<file path="src/rtl/mux_nch_seq_pkg.sv">
// rtl/mux_nch_seq_pkg.sv - shared state and mode encodings for the N-channel sequencing mux
// Contents:
//   ST_IDLE / ST_MANUAL / ST_SCAN : state register encodings
//   MODE_MANUAL / MODE_SCAN       : mode_in encodings
package mux_pkg;

    localparam logic [1:0] ST_IDLE   = 2'd0;
    localparam logic [1:0] ST_MANUAL = 2'd1;
    localparam logic [1:0] ST_SCAN   = 2'd2;

    localparam logic MODE_MANUAL = 1'b0;
    localparam logic MODE_SCAN   = 1'b1;

endpackage

</file>
<file path="src/rtl/mux_nch_seq_if.sv">
// rtl/mux_nch_seq_if.sv - source/consumer bundle of the N-channel sequencing mux
// Signals:
//   data_in   : CHANNELS*WIDTH packed channel data, channel k at [k*WIDTH +: WIDTH]
//   sel_in    : manual channel select
//   mode_in   : 0 = manual, 1 = scan
//   en_in     : enable
//   y_out     : registered selected data
//   ch_out    : channel y_out came from
//   valid_out : y_out/ch_out updated this cycle
//   wrap_out  : scan wrapped from the last channel to channel 0
//   err_out   : manual select was out of range
// Modports: master drives the inputs, slave is the mux itself.
interface mux_nch_seq_if #(
    parameter int WIDTH    = 8,
    parameter int CHANNELS = 4
) ();
    localparam int SEL_W = $clog2(CHANNELS);

    logic [CHANNELS*WIDTH-1:0] data_in;
    logic [SEL_W-1:0]          sel_in;
    logic                      mode_in;
    logic                      en_in;
    logic [WIDTH-1:0]          y_out;
    logic [SEL_W-1:0]          ch_out;
    logic                      valid_out;
    logic                      wrap_out;
    logic                      err_out;

    modport master (
        output data_in, sel_in, mode_in, en_in,
        input  y_out, ch_out, valid_out, wrap_out, err_out
    );

    modport slave (
        input  data_in, sel_in, mode_in, en_in,
        output y_out, ch_out, valid_out, wrap_out, err_out
    );
endinterface

</file>
<file path="src/rtl/mux_nch_seq_dwell_counter.sv">
// rtl/mux_nch_seq_dwell_counter.sv - dwell timer that ticks on every DWELL-th enabled cycle
// Ports:
//   clk_in   : clock
//   rst_n_in : asynchronous active-low reset
//   clr_in   : synchronous clear (dominates en_in)
//   en_in    : count enable
//   tick_out : high on the enabled cycle where the count sits at DWELL-1
module dwell_counter #(
    parameter int DWELL = 4
) (
    input  logic clk_in,
    input  logic rst_n_in,
    input  logic clr_in,
    input  logic en_in,
    output logic tick_out
);
    localparam int              CW   = (DWELL > 1) ? $clog2(DWELL) : 1;
    localparam logic [CW-1:0]   LAST = CW'(DWELL - 1);

    logic [CW-1:0] cnt;

    // Combinational so the caller can advance on the same edge the count wraps.
    assign tick_out = en_in && !clr_in && (cnt == LAST);

    always_ff @(posedge clk_in or negedge rst_n_in) begin
        if (!rst_n_in) begin
            cnt <= '0;
        end else if (clr_in) begin
            cnt <= '0;
        end else if (en_in) begin
            cnt <= tick_out ? '0 : cnt + CW'(1);
        end
    end
endmodule

</file>
<file path="src/rtl/mux_nch_seq.sv">
// rtl/mux_nch_seq.sv - registered N-channel mux with manual select and round-robin scan
// Ports:
//   clk_in   : clock, all logic rising-edge
//   rst_n_in : asynchronous active-low reset
//   bus      : mux_nch_seq_if.slave (data/select/mode/enable in, data/tag/flags out)
module mux_nch_seq
    import mux_pkg::*;
#(
    parameter int WIDTH    = 8,
    parameter int CHANNELS = 4,
    parameter int DWELL    = 4
) (
    input  logic         clk_in,
    input  logic         rst_n_in,
    mux_nch_seq_if.slave bus
);
    localparam int               SEL_W   = $clog2(CHANNELS);
    localparam logic [SEL_W-1:0] LAST_CH = SEL_W'(CHANNELS - 1);

    logic [1:0]       state;
    logic [1:0]       state_nxt;
    logic [SEL_W-1:0] ch_q;
    logic [SEL_W-1:0] ch_nxt;
    logic [WIDTH-1:0] y_q;
    logic             wrap_q;
    logic             err_q;
    logic             sel_ok;
    logic             scan_en;
    logic             tick;

    always_comb begin
        state_nxt = ST_IDLE;
        if (bus.en_in) begin
            state_nxt = (bus.mode_in == MODE_SCAN) ? ST_SCAN : ST_MANUAL;
        end
    end

    // Counter only runs while scanning; any other cycle parks it at 0 so a
    // fresh scan always dwells the full DWELL edges on its starting channel.
    assign scan_en = (state_nxt == ST_SCAN);

    dwell_counter #(
        .DWELL (DWELL)
    ) u_dwell (
        .clk_in   (clk_in),
        .rst_n_in (rst_n_in),
        .clr_in   (!scan_en),
        .en_in    (scan_en),
        .tick_out (tick)
    );

    // Widen before comparing so non-power-of-two channel counts are handled.
    assign sel_ok = (32'(bus.sel_in) < CHANNELS);

    always_comb begin
        ch_nxt = ch_q;
        case (state_nxt)
            ST_MANUAL: if (sel_ok) ch_nxt = bus.sel_in;
            ST_SCAN:   if (tick)   ch_nxt = (ch_q == LAST_CH) ? '0 : ch_q + SEL_W'(1);
            default:   ch_nxt = ch_q;
        endcase
    end

    always_ff @(posedge clk_in or negedge rst_n_in) begin
        if (!rst_n_in) begin
            state  <= ST_IDLE;
            ch_q   <= '0;
            y_q    <= '0;
            wrap_q <= 1'b0;
            err_q  <= 1'b0;
        end else begin
            state  <= state_nxt;
            wrap_q <= 1'b0;
            err_q  <= 1'b0;
            if (state_nxt != ST_IDLE) begin
                // y_out always reloads so held channels still show live data.
                ch_q   <= ch_nxt;
                y_q    <= bus.data_in[32'(ch_nxt)*WIDTH +: WIDTH];
                wrap_q <= scan_en && tick && (ch_q == LAST_CH);
                err_q  <= (state_nxt == ST_MANUAL) && !sel_ok;
            end
        end
    end

    assign bus.y_out     = y_q;
    assign bus.ch_out    = ch_q;
    assign bus.valid_out = (state != ST_IDLE);
    assign bus.wrap_out  = wrap_q;
    assign bus.err_out   = err_q;
endmodule

</file>
<file path="src/flat_wrapper.sv">
// flat-port wrapper written by rule: the top's interface ports become plain ports
module mux_nch_seq_flat import mux_pkg::*;
#(
    parameter int WIDTH    = 8,
    parameter int CHANNELS = 4,
    parameter int DWELL    = 4
)
  (clk_in, rst_n_in, bus_data_in, bus_sel_in, bus_mode_in, bus_en_in, bus_y_out, bus_ch_out, bus_valid_out, bus_wrap_out, bus_err_out);
  mux_nch_seq_if #(.WIDTH(WIDTH), .CHANNELS(CHANNELS)) bus_i ();
  input  logic clk_in;
  input  logic rst_n_in;
  input wire logic [$bits(bus_i.data_in)-1:0] bus_data_in;
  input wire logic [$bits(bus_i.sel_in)-1:0] bus_sel_in;
  input wire logic [$bits(bus_i.mode_in)-1:0] bus_mode_in;
  input wire logic [$bits(bus_i.en_in)-1:0] bus_en_in;
  output wire logic [$bits(bus_i.y_out)-1:0] bus_y_out;
  output wire logic [$bits(bus_i.ch_out)-1:0] bus_ch_out;
  output wire logic [$bits(bus_i.valid_out)-1:0] bus_valid_out;
  output wire logic [$bits(bus_i.wrap_out)-1:0] bus_wrap_out;
  output wire logic [$bits(bus_i.err_out)-1:0] bus_err_out;
  assign bus_i.data_in = bus_data_in;
  assign bus_i.sel_in = bus_sel_in;
  assign bus_i.mode_in = bus_mode_in;
  assign bus_i.en_in = bus_en_in;
  assign bus_y_out = bus_i.y_out;
  assign bus_ch_out = bus_i.ch_out;
  assign bus_valid_out = bus_i.valid_out;
  assign bus_wrap_out = bus_i.wrap_out;
  assign bus_err_out = bus_i.err_out;
  mux_nch_seq #(.WIDTH(WIDTH), .CHANNELS(CHANNELS), .DWELL(DWELL)) u_core (.clk_in(clk_in), .rst_n_in(rst_n_in), .bus(bus_i));
endmodule
</file>
<file path="config.mk">
export PLATFORM = sky130hd
export DESIGN_NAME = mux_nch_seq_flat
export DESIGN_NICKNAME = d
export VERILOG_FILES = /design/src/rtl/mux_nch_seq_pkg.sv /design/src/rtl/mux_nch_seq_if.sv /design/src/rtl/mux_nch_seq_dwell_counter.sv /design/src/rtl/mux_nch_seq.sv /design/src/flat_wrapper.sv
export SDC_FILE = /design/constraint.sdc
export NUM_CORES = 1
export LEC_CHECK = 0
export ABC_AREA = 1
export BUFFER_PORTS_ARGS = -buffer_cell sky130_fd_sc_hd__clkbuf_2
export CORE_UTILIZATION = 53
export CTS_BUF_LIST = sky130_fd_sc_hd__clkbuf_8
export CTS_CLUSTER_DIAMETER = 120
export DETAILED_ROUTE_END_ITERATION = 10
export PLACE_DENSITY = 0.83
export SYNTH_ARGS = -nofsm -noshare
export SYNTH_HDL_FRONTEND = slang
export SYNTH_SLANG_ARGS = --single-unit
</file>
<file path="constraint.sdc">
create_clock -name clk_in -period 4.4 [get_ports clk_in]
set_input_delay 0.22 -clock clk_in [delete_from_list [all_inputs] [get_ports clk_in]]
set_output_delay 0.22 -clock clk_in [all_outputs]
set_load 0.05 [all_outputs]
</file>
# Word-level counts from Yosys, hierarchy flattened
# Index checks and enable logic that the tools add are counted.
[word_totals]
register_bits = 15
output_inout_bits = 13
[classes]
n_addsub = 2
n_eq_ne = 4
shifts = 1
mux = 8
reduce_logical = 5
[op_table]
columns = ["op", "n"]
rows = [
  ["variable part select 32 x 6 -> 8 bit", 1],
  ["2-to-1 mux 2 bit", 6],
  ["== test 2 bit, second input constant", 3],
  ["adder 2 x 1 -> 2 bit, second input constant", 2],
  ["one-hot mux 2 bit (2 select lines)", 1],
  ["nonzero test 2 bit", 2],
  ["logical AND 1 bit", 3],
  ["== test 2 x 1 -> 1 bit, second input constant", 1],
  ["2-to-1 mux 1 bit", 1],
]

# Logic depth before layout (Yosys ltp)
[logic_depth]
depth_word = 7
mapped_depth = 12
mapped_depth_nobuf = 11

# Cells and area by module
# A second synthesis with hierarchy kept.
[unflattened]
hier_cells = 174
area_unflattened_um2 = 1202.4
[by_module_without_submodules]
columns = ["mod", "instances", "cells_per_inst", "area_each_um2"]
rows = [
  ["mux_nch_seq", 1, 160, 1087.3],
  ["dwell_counter", 1, 14, 115.1],
]

# Worst setup path before layout
# Ideal clock, no wire load.
[synth_path]
path_type = "flip-flop to flip-flop"
start = "register u_core.ch_q[0] (netlist: u_core.bus.ch_out[0])"
end = "register u_core.y_q[7] (netlist: u_core.bus.y_out[7])"
setup_ps = 118
t_arrival_ps = 1624
slack_ps = 2658
path_stages_with_launch = 10
synth_period_minus_slack_ps = 1742
cell_sequence = "dfrtp_1 ha_1 nand2_1 inv_1 nor2_2 nor2_8 nand3_1 nand2_1 nand2_1 nand2_1"
[synth_between]
elab_chain_cells = 5
elab_cells_between_ends = 6
[synth_lines]
columns = ["item", "line", "source"]
rows = [
  ["start, declared", "mux_nch_seq.sv:22", "logic [SEL_W-1:0] ch_q;"],
  ["start signal, assigned", "mux_nch_seq.sv:77", "ch_q <= ch_nxt;"],
  ["adder 2 x 1 -> 2 bit or == test 2 bit (tied branches)", "mux_nch_seq.sv:59", "ST_SCAN: if (tick) ch_nxt = (ch_q == LAST_CH) ? '0 : ch_q + SEL_W'(1);"],
  ["2-to-1 mux 2 bit (2 in a row)", "mux_nch_seq.sv:59", ""],
  ["one-hot mux 2 bit (2 select lines) (*)", "mux_nch_seq.sv:57", "case (state_nxt)"],
  ["variable part select 32 x 6 -> 8 bit (*)", "mux_nch_seq.sv:78", "y_q <= bus.data_in[32'(ch_nxt)*WIDTH +: WIDTH];"],
  ["end signal, assigned", "mux_nch_seq.sv:78", ""],
  ["end, declared", "mux_nch_seq.sv:24", "logic [WIDTH-1:0] y_q;"],
]
# Every way passes the cells marked *; elsewhere a longest branch is shown, timed or not.
# A chain may end at the register's enable or synchronous reset.

# Worst setup path after layout
[layout_path]
start = "register u_core.u_dwell.cnt[0]"
end = "register u_core.y_q[5] (netlist: u_core.bus.y_out[5])"
[layout_between]
elab_chain_cells = 5
[layout_lines]
columns = ["item", "line", "source"]
rows = [
  ["start, declared", "mux_nch_seq_dwell_counter.sv:20", "logic [CW-1:0] cnt;"],
  ["start signal, assigned", "mux_nch_seq_dwell_counter.sv:31", "cnt <= tick_out ? '0 : cnt + CW'(1);"],
  ["== test 2 bit", "mux_nch_seq_dwell_counter.sv:23", "assign tick_out = en_in && !clr_in && (cnt == LAST);"],
  ["logical AND 1 bit", "mux_nch_seq_dwell_counter.sv:23", ""],
  ["2-to-1 mux 2 bit", "mux_nch_seq.sv:59", ""],
  ["one-hot mux 2 bit (2 select lines)", "mux_nch_seq.sv:57", ""],
  ["variable part select 32 x 6 -> 8 bit", "mux_nch_seq.sv:78", ""],
]
# Every way passes these cells.

==> run metrics <==
highest achievable clock rate slightly above 600 MHz; DR vias approximately 1200; Hold Violations, Final 0; combined area of all synthesized cells ~0.0012 mm²; total instance count after detailed placement between 200 and 250; initial cell density of the core 56.1%; maximum fanout count along the critical path 17; Port Buffer Count 49; cell count after synthesis roughly 170; CP max-delay cell sky130_fd_sc_hd__dfrtp_1; RSZ-0062 raised after global routing false; startpoint of the worst register-to-register path u_core.u_dwell.cnt[0]; CTS H-tree depth 1; peak supply drop 213 µV; layout cells sized above 1 39.6%; Final #Nets 258; pin count of the biggest net entering global routing 18; class of the worst hold path in2reg; count of pins over their slew limit 0; run status finished, final reports clean; sink count of the clock tree 15; fraction of registers with async set/reset between 90% and 100%; Pre-Repair DR Iteration Count 4; Final Instance Count excl. Fillers between 200 and 250; max_cap viols 0; top cells by instance count after synthesis sky130_fd_sc_hd__nand2_1, sky130_fd_sc_hd__inv_1, sky130_fd_sc_hd__nand3_1, sky130_fd_sc_hd__dfrtp_1, sky130_fd_sc_hd__nand2_2; TritonCTS buffer count 3; I/O Pins between 50 and 60; CTS Buffer Depth 2; share of Yosys cell area claimed by the top area cell type 30.3%; CTS tree yes; Vert. Die Dim 50.4 µm; antenna violations before repair 0; EDFF count, synth 0; data arrival time of the critical path about 1.8 ns; setup TNS 0 ns; critical path's top delay family simple AND/OR/NAND/NOR gates; Root Buffer Master sky130_fd_sc_hd__clkbuf_8; per-cell routed wire length 10.4 µm; global-route wire length before repair approximately 4.6 mm; share of synthesized area occupied by flip-flops and latches 30.3%; DRC violations left 0; launching element type of the critical path flip-flop; count of nets left with antenna violations after detail routing 0; number of warnings reported in the yosys synthesis log 0; DR vias/cell ~4.8; most used cell along the critical path sky130_fd_sc_hd__nand2_1; number of buffers and inverters on the critical path 1; leakage power figure 0.951 nW; crit-path max cell delay just under 0.4 ns; Final Setup Violations 0; horizontal die dimension 50.4 µm; count of unique library cells instantiated by Yosys 24; number of fill cells 214; source of the critical timing path u_core.u_dwell.cnt[0]; final weighted congestion of routability-driven global placement between 0.8 and 0.9; Hold Startpoint bus_mode_in; clock insertion delay at the later pin of the skew report between 0.2 and 0.3 ns; num rows 17; ranking of synthesized cells by area sky130_fd_sc_hd__dfrtp_1, sky130_fd_sc_hd__nand2_1, sky130_fd_sc_hd__inv_1; power density over the cells roughly 320 mW/mm²; antenna cells 0; initial drt markers 25; final total power around 0.00048 W; worst setup path class reg2reg; Layout Area Growth over Synthesis 21.8%; Mapped Nets 209; largest area contributor in the netlist sky130_fd_sc_hd__dfrtp_1; worst endpoint required time approximately 4.5 ns; most frequent cell after synthesis sky130_fd_sc_hd__nand2_1; syn_area_per_cell approximately 7.3 µm²; final setup skew between 0.001 and 0.0015 ns; Seq cells post-synth 15; clock transition at the registers of the reported paths approximately 0.06 ns; Detail Placement HPWL 2.10 mm; Worst setup EP type flip-flop; chain of cells forming the critical path ha_1 > inv_2 > nor2_2 > nand2_2 > nand2_4 > nand2_8 > nand2_1 > nand3_1 > nand2_1 > nand2_1 > nand2_1; portion of the clock cycle consumed by the worst path in the final layout about 37%; sum of overflow across all layers after global routing 0; final WL about 2.6 mm; Primary FF master, synth sky130_fd_sc_hd__dfrtp_1; Die Footprint roughly 0.0025 mm²; final critical path time including I/O delays and setup roughly 1.6 ns; vias in the first global route 1128; Total Routing Usage GR between 20% and 30%; area of the core 0.00221 mm²
[cells in the final DEF (no fill, tap or decap), types with 2 or more instances in the layout]
cell / synthesis / layout
sky130_fd_sc_hd__nand2_8: 3 / 3
sky130_fd_sc_hd__nand3_1: 25 / 25
sky130_fd_sc_hd__inv_2: 2 / 2
sky130_fd_sc_hd__ha_1: 2 / 2
sky130_fd_sc_hd__nand3_2: 7 / 7
sky130_fd_sc_hd__nand2_1: 42 / 42
sky130_fd_sc_hd__inv_1: 40 / 40
sky130_fd_sc_hd__dfrtp_1: 15 / 15
sky130_fd_sc_hd__nand2_2: 11 / 11
sky130_fd_sc_hd__clkbuf_2: 0 / 49
sky130_fd_sc_hd__clkbuf_8: 0 / 3
sky130_fd_sc_hd__nor3_1: 2 / 2
sky130_fd_sc_hd__nor2_2: 3 / 3
sky130_fd_sc_hd__nand2_4: 3 / 3
[flip-flops by register name (all words and copies together), names as in the netlist]
signal	flops
u_core.bus.y_out	8
u_core.bus.ch_out	2
u_core.state	2
u_core.u_dwell.cnt	2
u_core.bus.wrap_out	1
[cell families after synthesis]
kind of cell,after synthesis,share of synthesized area (%)
simple gates,99,46.3
buf+inv,48,18.1
flops,15,30.3
compound gates,4,3.03
fa+ha+maj,2,2.02
other cells,1,0.302
[through the flow]
stage,setup slack [ns],utilization (%),instance area [µm²],hold WS (ns)
2_1_floorplan,2.66,-,1240,-0.0756
3_3_place_gp,2.79,65.7,1450,0.145
3_5_place_dp,2.75,65.7,1450,0.161
4_1_cts,2.76,68.3,1510,0.227
5_1_grt,2.63,68.3,1510,0.234
6_report,2.76,68.3,1510,0.230
[per-layer routing]
layer	wire length [µm]	GRT usage [%]	vias up
met2	1390	46.2	31
met4	25	6.94	0
met1	1060	26.7	538
met5	0	0	-
met3	79	2.73	4
li1	-	-	599
[power by group]
part / switching (W) / internal [W]
clock network: 0.0000488 / 0.0000627
logic: 0.000144 / 0.0000620
registers: 0.0000116 / 0.000155
[layout make-up]
| class | count | area (µm²) | share of cell area, % |
|---|---|---|---|
| Multi-Input combinational cell | 106 | 641 | 42.4 |
| Inverter | 42 | 158 | 10.4 |
| Clock buffer | 3 | 41.3 | 2.73 |
| Timing Repair Buffer | 50 | 255 | 16.9 |
| Sequential cell | 15 | 375 | 24.9 |
| Tap cell | 28 | 35.0 | 2.32 |
| Clock inverter | 1 | 5.00 | 0.331 |
[worst paths after layout]
path                                         end  slack (ns)  cells after the start
max                          u_core.bus.y_out[5]        2.76                     11
min                              u_core.state[0]        0.23                      2
max reg2reg                  u_core.bus.y_out[5]        2.76                     11
min reg2reg                u_core.u_dwell.cnt[0]        0.45                      1
max in group asynchronous    u_core.bus.y_out[1]        3.70                      2
min in group asynchronous        u_core.state[1]        0.42                      2
[worst register-to-register path, cell delays in order (launching register included)]
cell	delay, ns
sky130_fd_sc_hd__dfrtp_1	0.39
sky130_fd_sc_hd__ha_1	0.27
sky130_fd_sc_hd__inv_2	0.12
sky130_fd_sc_hd__nor2_2	0.04
sky130_fd_sc_hd__nand2_2	0.08
sky130_fd_sc_hd__nand2_4	0.14
sky130_fd_sc_hd__nand2_8	0.17
sky130_fd_sc_hd__nand2_1	0.07
sky130_fd_sc_hd__nand3_1	0.08
sky130_fd_sc_hd__nand2_1	0.07
sky130_fd_sc_hd__nand2_1	0.06
sky130_fd_sc_hd__nand2_1	0.05
[timing repair]
action / CTS / global route
hold buffers: 1 / 0
buffers inserted: 0 / 0
gates resized for setup: 0 / 0
endpoints found under the hold margin: 15 / 0
Note: power is estimated with default switching activity, not from simulation.
